--- config.mk ---
export PLATFORM = sky130hd
export DESIGN_NAME = ahblite_segdisp_scan
export DESIGN_NICKNAME = d
export VERILOG_FILES = /design/src/rtl/segdisp_pkg.sv /design/src/rtl/seg7_decode.sv /design/src/rtl/ahblite_segdisp_scan.sv
export SDC_FILE = /design/constraint.sdc
export NUM_CORES = 1
export LEC_CHECK = 0
export CAP_MARGIN = 20
export CORE_MARGIN = 3
export CORE_UTILIZATION = 40
export DETAILED_ROUTE_END_ITERATION = 16
export PLACE_DENSITY = 0.77
export RECOVER_POWER = 50
export SLEW_MARGIN = 20
export SYNTH_ARGS = -nofsm -noshare
export SYNTH_HDL_FRONTEND = slang
export SYNTH_SLANG_ARGS = --single-unit
--- constraint.sdc ---
create_clock -name HCLK -period 2.26 [get_ports HCLK]
set_input_delay 0.226 -clock HCLK [delete_from_list [all_inputs] [get_ports HCLK]]
set_output_delay 0.226 -clock HCLK [all_outputs]
set_load 0.05 [all_outputs]
--- src/rtl/segdisp_pkg.sv ---
// Register map, CTRL field positions and hex glyph table shared by the
// segment display scanner and its decoder.
package segdisp_pkg;

    localparam logic [1:0] SEG_DATA = 2'd0;
    localparam logic [1:0] SEG_CTRL = 2'd1;
    localparam logic [1:0] SEG_STAT = 2'd2;

    localparam int CTRL_EN     = 0;
    localparam int CTRL_LZB    = 1;
    localparam int CTRL_DP_LSB = 8;
    localparam int CTRL_DP_MSB = 15;
    localparam int STAT_EN     = 8;

    // Active-high {g,f,e,d,c,b,a}; entry n is the glyph for hex digit n.
    localparam logic [15:0][6:0] HEX7_TABLE = {
        7'h71, 7'h79, 7'h5E, 7'h39, 7'h7C, 7'h77, 7'h6F, 7'h7F,
        7'h07, 7'h7D, 7'h6D, 7'h66, 7'h4F, 7'h5B, 7'h06, 7'h3F
    };

endpackage

--- src/rtl/seg7_decode.sv ---
// Nibble to active-high {dp,g..a}; a blanked digit keeps its dp.
module seg7_decode
    import segdisp_pkg::*;
(
    input  logic [3:0] nibble_i,
    input  logic       blank_i,
    input  logic       dp_i,
    output logic [7:0] seg_o
);

    always_comb begin
        seg_o = {dp_i, HEX7_TABLE[nibble_i]};
        if (blank_i) begin
            seg_o[6:0] = 7'h00;
        end
    end

endmodule

--- src/rtl/ahblite_segdisp_scan.sv ---
// Zero-wait AHB-Lite slave that scans a multiplexed 7-segment display from
// software-written nibbles, dp mask and enable/blanking controls.
module ahblite_segdisp_scan
    import segdisp_pkg::*;
#(
    parameter int NUM_DIGITS = 4,
    parameter int SCAN_DIV   = 50000,
    parameter int ACTIVE_LOW = 1
) (
    input  logic                  HCLK,
    input  logic                  HRESETn,
    input  logic                  HSEL,
    input  logic [31:0]           HADDR,
    input  logic [1:0]            HTRANS,
    input  logic [2:0]            HSIZE,
    input  logic [3:0]            HPROT,
    input  logic                  HWRITE,
    input  logic [31:0]           HWDATA,
    input  logic                  HREADY,
    output logic                  HREADYOUT,
    output logic [31:0]           HRDATA,
    output logic                  HRESP,
    output logic [7:0]            seg,
    output logic [NUM_DIGITS-1:0] dig_sel
);

    localparam int   DW    = 4 * NUM_DIGITS;
    localparam int   CNT_W = $clog2(SCAN_DIV);
    localparam logic POL   = (ACTIVE_LOW != 0);

    logic                  dphase_q;
    logic                  wr_q;
    logic [1:0]            addr_q;
    logic [DW-1:0]         data_q;
    logic                  en_q;
    logic                  lzb_q;
    logic [7:0]            dp_q;
    logic [CNT_W-1:0]      cnt_q, cnt_d;
    logic [2:0]            idx_q, idx_d;
    logic [7:0]            seg_q, seg_d;
    logic [NUM_DIGITS-1:0] dig_q, dig_d;
    logic                  wr_en;
    logic [DW-1:0]         data_shift;
    logic [3:0]            nibble;
    logic                  blank;
    logic [7:0]            seg_hi;
    logic [NUM_DIGITS-1:0] onehot;
    logic                  unused_ok;

    assign HREADYOUT = 1'b1;
    assign HRESP     = 1'b0;
    assign unused_ok = ^{HADDR[31:4], HADDR[1:0], HTRANS[0], HSIZE, HPROT, HWDATA};

    always_ff @(posedge HCLK or negedge HRESETn) begin
        if (!HRESETn) begin
            dphase_q <= 1'b0;
            wr_q     <= 1'b0;
            addr_q   <= 2'd0;
        end else begin
            dphase_q <= HSEL & HTRANS[1] & HREADY;
            wr_q     <= HWRITE;
            addr_q   <= HADDR[3:2];
        end
    end

    assign wr_en = dphase_q & wr_q;

    always_ff @(posedge HCLK or negedge HRESETn) begin
        if (!HRESETn) begin
            data_q <= '0;
            en_q   <= 1'b0;
            lzb_q  <= 1'b0;
            dp_q   <= 8'h00;
        end else if (wr_en) begin
            case (addr_q)
                SEG_DATA: data_q <= HWDATA[DW-1:0];
                SEG_CTRL: begin
                    en_q  <= HWDATA[CTRL_EN];
                    lzb_q <= HWDATA[CTRL_LZB];
                    dp_q  <= HWDATA[CTRL_DP_MSB:CTRL_DP_LSB];
                end
                default: ;
            endcase
        end
    end

    always_comb begin
        HRDATA = 32'h0;
        if (dphase_q && !wr_q) begin
            case (addr_q)
                SEG_DATA: HRDATA[DW-1:0] = data_q;
                SEG_CTRL: begin
                    HRDATA[CTRL_EN]                 = en_q;
                    HRDATA[CTRL_LZB]                = lzb_q;
                    HRDATA[CTRL_DP_MSB:CTRL_DP_LSB] = dp_q;
                end
                SEG_STAT: begin
                    HRDATA[2:0]     = idx_q;
                    HRDATA[STAT_EN] = en_q;
                end
                default: ;
            endcase
        end
    end

    // Disabled scan parks at digit 0 so re-enabling gives digit 0 a full period.
    always_comb begin
        cnt_d = cnt_q;
        idx_d = idx_q;
        if (!en_q) begin
            cnt_d = '0;
            idx_d = 3'd0;
        end else if (cnt_q == CNT_W'(SCAN_DIV - 1)) begin
            cnt_d = '0;
            idx_d = (idx_q == 3'(NUM_DIGITS - 1)) ? 3'd0 : idx_q + 3'd1;
        end else begin
            cnt_d = cnt_q + CNT_W'(1);
        end
    end

    always_comb begin
        data_shift = data_q >> {idx_q, 2'b00};
        nibble     = data_shift[3:0];
        blank      = lzb_q && (idx_q != 3'd0) && (data_shift == '0);
        for (int i = 0; i < NUM_DIGITS; i++) begin
            onehot[i] = (idx_q == 3'(i));
        end
    end

    seg7_decode u_decode (
        .nibble_i (nibble),
        .blank_i  (blank),
        .dp_i     (dp_q[idx_q]),
        .seg_o    (seg_hi)
    );

    always_comb begin
        seg_d = {8{POL}};
        dig_d = {NUM_DIGITS{POL}};
        if (en_q) begin
            seg_d = seg_hi ^ {8{POL}};
            dig_d = onehot ^ {NUM_DIGITS{POL}};
        end
    end

    always_ff @(posedge HCLK or negedge HRESETn) begin
        if (!HRESETn) begin
            cnt_q <= '0;
            idx_q <= 3'd0;
            seg_q <= {8{POL}};
            dig_q <= {NUM_DIGITS{POL}};
        end else begin
            cnt_q <= cnt_d;
            idx_q <= idx_d;
            seg_q <= seg_d;
            dig_q <= dig_d;
        end
    end

    assign seg     = seg_q;
    assign dig_sel = dig_q;

endmodule

# Word-level counts from Yosys, hierarchy flattened
# Memories as Yosys holds them, arrays and structs flattened.
# Index checks and enable logic that the tools add are counted.
[word_totals] inputBits=78 romBits=112 latch_bits=0 register_bits=61 output_inout_bits=46 n_memories=1 wordCells=56 mem_bits_rw=0
[classes] reduce_logical=10 addsub=2 magnitude_cmp=2 bitwise_logic=5 shift=1 muxes=17 eq_ne=7 mul=0 n_div=0
[mem_list] name="(name not given)" depth=16 width=7 read_ports=1 rd_clocked_by_memory_dff=0 wr=0 line="seg7_decode.sv:12" text="seg_o = {dp_i, HEX7_TABLE[nibble_i]};"
[ops] operator="16-bit two-way mux" n=3
[ops] operator="16-bit by 1-bit adder with 16-bit output, second input constant" n=1
[ops] operator="16-bit == test, second input constant" n=1
[ops] operator="16-bit logical NOT" n=1
[ops] operator="16-bit by 5-bit right shift with 16-bit output" n=1
[ops] operator="7-bit two-way mux" n=2
[ops] operator="7-bit one-hot mux with 2 select lines" n=1
[ops] operator="3-bit two-way mux" n=3
[ops] operator="8-bit two-way mux" n=1
[ops] operator="8-bit NOT" n=1
[ops] operator="3-bit by 2-bit == test with 1-bit output, second input constant" n=2
[ops] operator="2-bit one-hot mux with 3 select lines" n=1
[ops] operator="4-bit by 5-bit < comparator with 1-bit output, second input constant" n=1
[ops] operator="5-bit two-way mux" n=1
[ops] operator="3-bit by 4-bit < comparator with 1-bit output, second input constant" n=1
[ops] operator="4-bit two-way mux" n=1
[ops] operator="4-bit NOT" n=1
[ops] operator="2-bit AND reduction" n=2
[ops] operator="3-bit by 1-bit adder with 3-bit output, second input constant" n=1
[ops] operator="1-bit bitwise AND" n=3
[ops] operator="1-bit binary-select mux with 3-bit select" n=1
[ops] operator="3-bit by 1-bit == test with 1-bit output, second input constant" n=1
[ops] operator="1-bit logical AND" n=3
[ops] operator="3-bit logical NOT" n=1
[ops] operator="9 further kinds" n=9

# Depth between registers and ports, before layout
# Gate-level depths: netlist (run 1).
[logic_depth] ltp_word=6 depth_mapped=8 depth_no_buf=7

# Hierarchy
# A second synthesis (run 1) with hierarchy kept.
[hier_totals] cells_unflattened=307 hier_area_um2=3375.7
[modules_own_cells] mod="ahblite_segdisp_scan" instances=1 seq_area_each_um2=1541.5 area_each_um2=3106.7 cells_per_inst=271
[modules_own_cells] mod="seg7_decode" instances=1 seq_area_each_um2=0.0 area_each_um2=269.0 cells_per_inst=36

# Worst setup path before layout (run 1)
# No wires, ideal clock.
[synth_timing] kind="reg-to-reg" from="register idx_q[0]" to="register seg_q[3] (netlist: seg[3])" arrival_ps=2016 stages_incl_launch_ff=9 path_buffers=1 period_less_slack_ps=2114 setup_time_ps=98 t_required_ps=2162 setup_slack_ps=146 path_cell_list="dfrtp_1 > buf_4 > mux4_2 > nand2_1 > inv_1 > ha_1 > mux2_2 > nand2_1 > o311ai_1"
[synth_between] elab_chain_cells=6 elab_cells_between_ends=10 classes_between="shift: 1; mux: 3; bitwise: 1; reduce/logical: 4; memory: 1"
[synth_rtl] item="start: declaration" line="ahblite_segdisp_scan.sv:39" text="logic [2:0] idx_q, idx_d;"
[synth_rtl] item="start signal: assignment" line="ahblite_segdisp_scan.sv:154" text="idx_q <= idx_d;"
[synth_rtl] item="16-bit by 5-bit right shift with 16-bit output / 3-bit nonzero test (equally long branches)" line="ahblite_segdisp_scan.sv:122, ahblite_segdisp_scan.sv:124"
[synth_rtl] item="memory 16 x 7 bit, or another cell as far along"
[synth_rtl] item="7-bit two-way mux (implied by the code) / 1-bit logical AND (equally long branches)" line="seg7_decode.sv:12, ahblite_segdisp_scan.sv:124"
[synth_rtl] item="7-bit two-way mux (*)" line="seg7_decode.sv:13" text="if (blank_i) begin"
[synth_rtl] item="8-bit NOT (no line) (*)"
[synth_rtl] item="8-bit two-way mux (*)" line="ahblite_segdisp_scan.sv:140" text="if (en_q) begin"
[synth_rtl] item="via seg_d[3]" line="ahblite_segdisp_scan.sv:40" text="logic [7:0] seg_q, seg_d;"
[synth_rtl] item="end signal: assignment" line="ahblite_segdisp_scan.sv:150" text="seg_q <= {8{POL}};"
[synth_rtl] item="end signal: assignment" line="ahblite_segdisp_scan.sv:155" text="seg_q <= seg_d;"
[synth_rtl] item="end: declaration" line="ahblite_segdisp_scan.sv:40"
# The timed path passes the listed nets; every way through them passes the cells marked *. The select of a mux whose other input is x is not followed.
# A chain may end at the register's enable or synchronous reset.

# Worst setup path in the final report (run 1)
# Same ends and word-level chain as after synthesis.

==> results of run 1 <==
[path summary, 6_finish.rpt]
kind | start | endpoint | slack (ns)
hold / removal | HWRITE | wr_q | 0.45
min in group asynchronous | HRESETn | data_q[15] | 0.64
setup / recovery | idx_q[0] | seg[3] | 0.19
hold reg to reg | cnt_q[0] | cnt_q[0] | 0.48
setup reg to reg | idx_q[0] | seg[3] | 0.19
max in group asynchronous | HRESETn | cnt_q[9] | 0.43
[cells by family after synthesis]
group | after synthesis
buffers and inverters | 37
and+or+nand+nor | 101
xor gates and xnor gates | 14
other | 2
adders and majority gates | 11
AOI/OAI and AO/OA | 24
DFF | 61
muxes | 48
[per-stage QoR]
| stage | cell area, µm² | util | power (mW) | worst slack (ns) |
|---|---|---|---|---|
| 2_1_floorplan | 3350 | - | 2.07 | 0.146 |
| 3_3_place_gp | 3910 | 0.498 | 2.29 | 0.259 |
| 3_5_place_dp | 3910 | 0.498 | 2.31 | 0.206 |
| 4_1_cts | 4130 | 0.526 | 3.35 | 0.0936 |
| 5_1_grt | 4110 | 0.524 | 3.50 | 0.0209 |
| 6_report | 4110 | 0.524 | 3.31 | 0.186 |
[sequential cells by signal, summed over array words and instances, names as in the netlist, 2 cells and up]
| name | cells |
|---|---|
| addr_q | 2 |
| cnt_q | 16 |
| data_q | 16 |
| dig_sel | 4 |
| dp_q | 8 |
| idx_q | 3 |
| seg | 8 |
[repair_timing]
item / CTS / global route
setup endpoints to repair: 0 / 5
gates resized for setup: 0 / 1
endpoints found under the hold margin: 14 / 0
hold buffers: 1 / 0
[power groups by stage]
stage | combinational [mW] | sequential (mW) | clock, mW
floorplan | 0.497 | 1.57 | 0
finish | 0.878 | 1.42 | 1.02
detailed placement | 0.877 | 1.44 | 0
global route | 0.948 | 1.44 | 1.11
global placement | 0.859 | 1.43 | 0
CTS | 0.884 | 1.42 | 1.05
[synthesized netlist by cell type, drive strengths merged, types with 2 or more instances]
cell type  count  area [µm²]
mux4           5         113
nand4          2        12.5
o311ai         2        25.0
nand3          9        45.0
a21oi          6        30.0
o21ai          2        10.0
conb           2        7.51
clkbuf         2        7.51
or2            3        18.8
and3           5        31.3
xor2           7        61.3
mux2          27         304
inv            9        33.8
nor2          36         135
a31oi          2        12.5
dfrtp         49        1230
nand2b         3        18.8
nand2         22        82.6
nor4           4        25.0
a211oi         2        15.0
nor3           5        30.0
xnor2          7        61.3
o221ai         5        43.8
ha            11         138
a211o          2        17.5
mux2i         16         160
dfstp         12         315
nor2b          2        12.5
and2           6        37.5
buf           25         174
[layer usage]
layer | up-vias | routed length, µm
li1 | 1116 | -
met1 | 1148 | 3060
met2 | 73 | 3200
met3 | 10 | 349
met4 | 0 | 109
met5 | - | 0
[final cells by class]
| class | count | area share |
|---|---|---|
| multi-input cells | 216 | 0.385 |
| repair buffers | 59 | 0.149 |
| clock inverters | 5 | 0.0183 |
| clock buffers | 11 | 0.0320 |
| flip-flops and latches | 61 | 0.375 |
| well taps | 102 | 0.0311 |
| inverters | 10 | 0.00913 |
[critical path, stage by stage, from the launching register on]
cell and delay [ns]:
dfrtp_1 0.43, mux4_2 0.52, nand2_1 0.22, inv_1 0.10
ha_1 0.25, mux2_2 0.28, nand2_1 0.07, o311ai_1 0.11
==> reports/results.txt, run 1 <==
post-DP HPWL - 4990 µm
drt via density - 5.06
Wirelength per Cell - 14.5 µm
Setup TNS - 0 ns
Non-Filler Instances - 464
final number of hold-violating endpoints - 0
Max IR drop VDD - 378 µV
Yosys reg bits - 61
Final period util - 0.918
Clock Skews - 0.00901 ns
minimum clock period - 2.07 ns
die height - 96.6 µm
CTS sink count - 61
Worst Path Max Fanout - 7
area delta synth->final - 25.1%
Max-cap violations - 0
pin count of the biggest net entering global routing - 24
Gate Count Post-Synth - 298
clock power share - 0.307
Yosys cell types - 43
worst-skew pair later-pin latency - 0.34 ns
adder-cell share of the synthesized area - 0.0419
GRT Overall Usage - 0.151
filler instances - 724
first-pass GRT wire length - 11,400 µm
total global routing overflow - 0
RSZ-0062 raised after global routing - false
final layout net count - 446
final WL - 6720 µm
met1 Resource Use GR - 0.198
Final Setup Violations - 0
multi-input logic area - 0.00158 mm²
Initial Util - 0.419
CP required - 2.50 ns
EDFF count, synth - 0
Max Slew Vio Count - 0
grt met2 use - 0.235
Switching Share - 0.320
vias - 2,347
FMAX - 482 MHz
syn avg cell area - 11.0 µm²
Final GP Congestion - 0.792
fraction of layout cells with a size suffix above 1 - 0.238
initial antenna violation count - 0
CTS tree - done
Inserted Clock Buffers - 9
H-tree depth - 3
Post-Synth XOR/XNOR Area - 0.0373
mux contribution to synthesized area - 0.176
Core Region - 0.00785 mm²
Pleak - 1.79 nW
Hold Crit Class - primary input to flop
Antenna diodes - 0
Internal Pwr Total - 2.25 mW
P_sw - 1.06 mW
maximum root-to-sink buffer count - 2
Synth async-reset ratio - 1.00
Reg clk slew, reported paths - 0.06 ns
post-synthesis cell area - 0.00329 mm²
status - completed
Flop pwr share - 0.428
Slew Limit Headroom - 0.218
Synth Area in Compound Gates - 0.0613
Crit path arrival time - 2.31 ns
io pins - 124
row count - 32
postcts setup bufs - 0
Root Buffer Master - clkbuf_8
Crit Path Category - flop to flop
dpl cells - 447
startpoint types - flop
total area of sequential cells - 0.00154 mm²
Min Hold Slack - 0.446 ns
antenna viol nets, final - 0
largest family of logic cells by synthesized area - multiplexers
pwr/cell area - 806 mW/mm²
Post-synth top flop - dfrtp_1
DR iter-0 viols - 103
DRC viols - 0
sequential area share after synthesis - 0.469
combinational share of power - 0.265
Syn. warnings - 0
Worst Setup End Kind - flop
most frequent cells in the layout - dfrtp_1 (49), nor2_1 (35), clkdlybuf4s50_1 (30)
DR pass1 iterations - 4
most common cell after layout, fill and taps aside - dfrtp_1
WHS Path Cells - 1
vias in the first global route - 2,349
die width - 96.6 µm
Port Buffer Count - 51
worst reg2reg path depth - 7
met3 Track Usage GR - 0.0440
Die ar. - 0.00934 mm²
Synth Area in Simple Gates - 0.146
Most Crowded Layer GR - met2
Worst-Margin Slew - 1.17 ns
No activity file was read; power rests on OpenSTA's default activity.
==> run 2: changes to the inputs <==
clock period = 1.75 ns   (was 2.26 ns; I/O delays follow)
==> run 2 against run 1 <==
  * Critical path type unchanged
  * The flow now finishes with violations (setup timing)
  * Combinational power increased by 82%
  * Critical endpoint is now seg[5]
  * Critical path depth unchanged
  * Die area is the same
  * Largest power group unchanged
==> reports/results.txt, run 2 (synthesis results as in run 1) <==
Antenna diodes - 0 (unchanged)
Crit path arrival time - 2.14 ns (-0.17 ns)
die height - 96.6 µm (unchanged)
Slew Limit Headroom - 0.462 (+0.244)
worst reg2reg path depth - 7 (unchanged)
final instance area - 0.00486 mm² (+18%)
pwr/cell area - 958 mW/mm² (+19%)
P_sw - 1.59 mW (+50%)
Max Slew Vio Count - 0 (unchanged)
final WL - 7800 µm (+16%)
row count - 32 (unchanged)
Power, Total - 4.65 mW (+41%)
vias in the first global route - 2,764 (+18%)
antenna viol nets, final - 0 (unchanged)
Reg clk slew, reported paths - 0.07 ns (about the same)
crit-path cells - mux4_2, nand2_4, inv_4, ha_4, buf_4, mux2i_2, o221ai_2
Inserted Clock Buffers - 9 (unchanged)
total global routing overflow - 0 (unchanged)
Worst Setup End Kind - flop
Pleak - 2.09 nW (+16%)
fraction of layout cells with a size suffix above 1 - 0.491 (+0.254)
Worst Min Path Start - HADDR[3]
GRT Overall Usage - 0.174 (+0.0236)
status - finished with violations
Crit Path Category - flop to flop
initial antenna violation count - 0 (unchanged)
Switching Share - 0.342 (+0.0224)
worst-skew pair later-pin latency - 0.33 ns (about the same)
Root Buffer Master - clkbuf_8
Max-cap violations - 0 (unchanged)
final layout net count - 489 (+9.6%)
die width - 96.6 µm (unchanged)
WHS Path Cells - 1 (unchanged)
Worst Path Max Fanout - 4 (-3)
Worst R2R Setup Slack - -0.14 ns (-0.33 ns)
RSZ-0062 raised after global routing - true
post-DP HPWL - 5570 µm (+12%)
first-pass GRT wire length - 13,400 µm (+17%)
pin count of the biggest net entering global routing - 62 (+160%)
Regs by FF count - cnt_q x16, data_q x16
most common cell after layout, fill and taps aside - buf_4
DR pass1 iterations - 4 (unchanged)
combinational share of power - 0.343 (+0.078)
area delta synth->final - 47.8%
Port Buffer Count - 51 (unchanged)
vias - 2,581 (+10%)
startpoint types - flop
area post-placement - 0.00429 mm² (+9.8%)
Wirelength per Cell - 15.4 µm (+6.2%)
drt via density - 5.09 (+0.64%)
DR iter-0 viols - 107 (+3.9%)
FMAX - 529 MHz (+9.7%)
clock power share - 0.265 (-0.042)
Flop pwr share - 0.392 (-0.036)
Max stage delay cell, worst path - mux4_2
Hold Crit Class - primary input to flop
maximum root-to-sink buffer count - 2 (unchanged)
Die ar. - 0.00934 mm² (unchanged)
Max IR drop VDD - 447 µV (+18%)
Hold Crit Endpoint - addr_q[1]
r2r endpoint - seg[5]
Worst Slack Setup Final - -0.140 ns (-0.326 ns)
Final Util - 0.619 (+0.0952)
Initial Util - 0.419 (unchanged)
Final Setup Violations - 11 (+11)
Core Region - 0.00785 mm² (unchanged)
final number of hold-violating endpoints - 0 (unchanged)
Final GP Congestion - 0.826 (+4.3%)
minimum clock period - 1.89 ns (-0.184 ns)
reg2reg start - idx_q[0]
CP required - 2.00 ns (-0.50 ns)
DRC viols - 0 (unchanged)
Clock Skews - 0.00598 ns (-0.00302 ns)
CTS tree - done
Crit. Startpoint - idx_q[0]
CTS sink count - 61 (unchanged)
Internal Pwr Total - 3.06 mW (+36%)
violated checks - setup timing
H-tree depth - 3 (unchanged)
Final period util - 1.08 (+0.162)
largest stage delay on the critical path - 0.56 ns (+0.04 ns)
io pins - 124 (unchanged)
most frequent cells in the layout - buf_4 (52), dfrtp_1 (46), mux2_2 (26)
Worst-Margin Slew - 0.807 ns (-0.366 ns)
-- run 2: cell count changes in the layout (fill, tap and decap cells not counted), moves of 7 or more --
cell	before	now
buf_12	8	18
buf_4	11	52
clkdlybuf4s50_1	30	18
nor2_1	35	24
nor2_4	0	7
-- run 2: worst max-delay path by stage --
stage	endpoint	slack (ns)	cells after the start
after floorplan	seg[3]	-0.15	8
after global placement	seg[1]	-0.13	6
after detailed placement	seg[1]	-0.19	6
after CTS	seg[3]	-0.09	7
after global routing	seg[5]	-0.19	7
final	seg[5]	-0.14	7
-- run 2: cell type report --
type                            instances  area, µm²
Clock inverter                          4       47.5
Sequential cell                        61       1550
Fill cell                             616       2990
Timing Repair Buffer                  102       1070
Multi-Input combinational cell        216       1880
Inverter                               10       42.5
Clock buffer                           12        145
Tap cell                              102        128
-- run 2: what timing repair did --
action                                  in CTS  in global routing
endpoints found under the setup margin      22                 38
pin swaps                                   18                 20
setup buffers                                6                  6
resized for setup                           51                 19
hold buffers                                 1                  0
hold endpoints to repair                    49                  0
-- run 2: per-layer routing --
metal / share of wire / routed length (µm) / vias up / global-route usage
li1: - / - / 1211 / -
met1: 0.42 / 3300 / 1274 / 0.212
met2: 0.50 / 3910 / 78 / 0.297
met3: 0.049 / 383 / 18 / 0.0375
met4: 0.026 / 199 / 0 / 0.0756
met5: 0 / 0 / - / 0
-- run 2: worst max-delay path, delay by kind of cell, from the launching register on --
| kind | cells | cell delay, ns |
|---|---|---|
| muxes | 2 | 0.76 |
| DFF | 1 | 0.44 |
| adders and majority gates | 1 | 0.16 |
| buffers and inverters | 2 | 0.18 |
| AOI/OAI and AO/OA | 1 | 0.13 |
| and+or+nand+nor | 1 | 0.14 |
-- run 2: power groups by stage --
stage	Clock, mW	Combinational, mW	Sequential [mW]
detailed placement	0	1.32	1.84
CTS	1.26	1.53	1.82
floorplan	0	0.663	2.03
global route	1.32	1.70	1.85
finish	1.23	1.60	1.83
global placement	0	1.29	1.83
-- run 2: through the flow --
step / hold slack, ns / setup TNS (ns) / std cells / setup WS [ns]
final: 0.400 / -0.643 / 507 / -0.140
after global routing: 0.390 / -1.42 / 507 / -0.193
after CTS: 0.270 / -0.760 / 501 / -0.0882
after detailed placement: 0.209 / -0.895 / 479 / -0.189
after global placement: 0.202 / -0.721 / 479 / -0.133
after floorplan: -0.121 / -0.961 / 314 / -0.151
==> run 3: changes to the inputs <==
HOLD_SLACK_MARGIN = 0.1   (was default)
==> results of run 3 <==
Same layout as run 2: the final DEF is identical, and so are final timing and power.
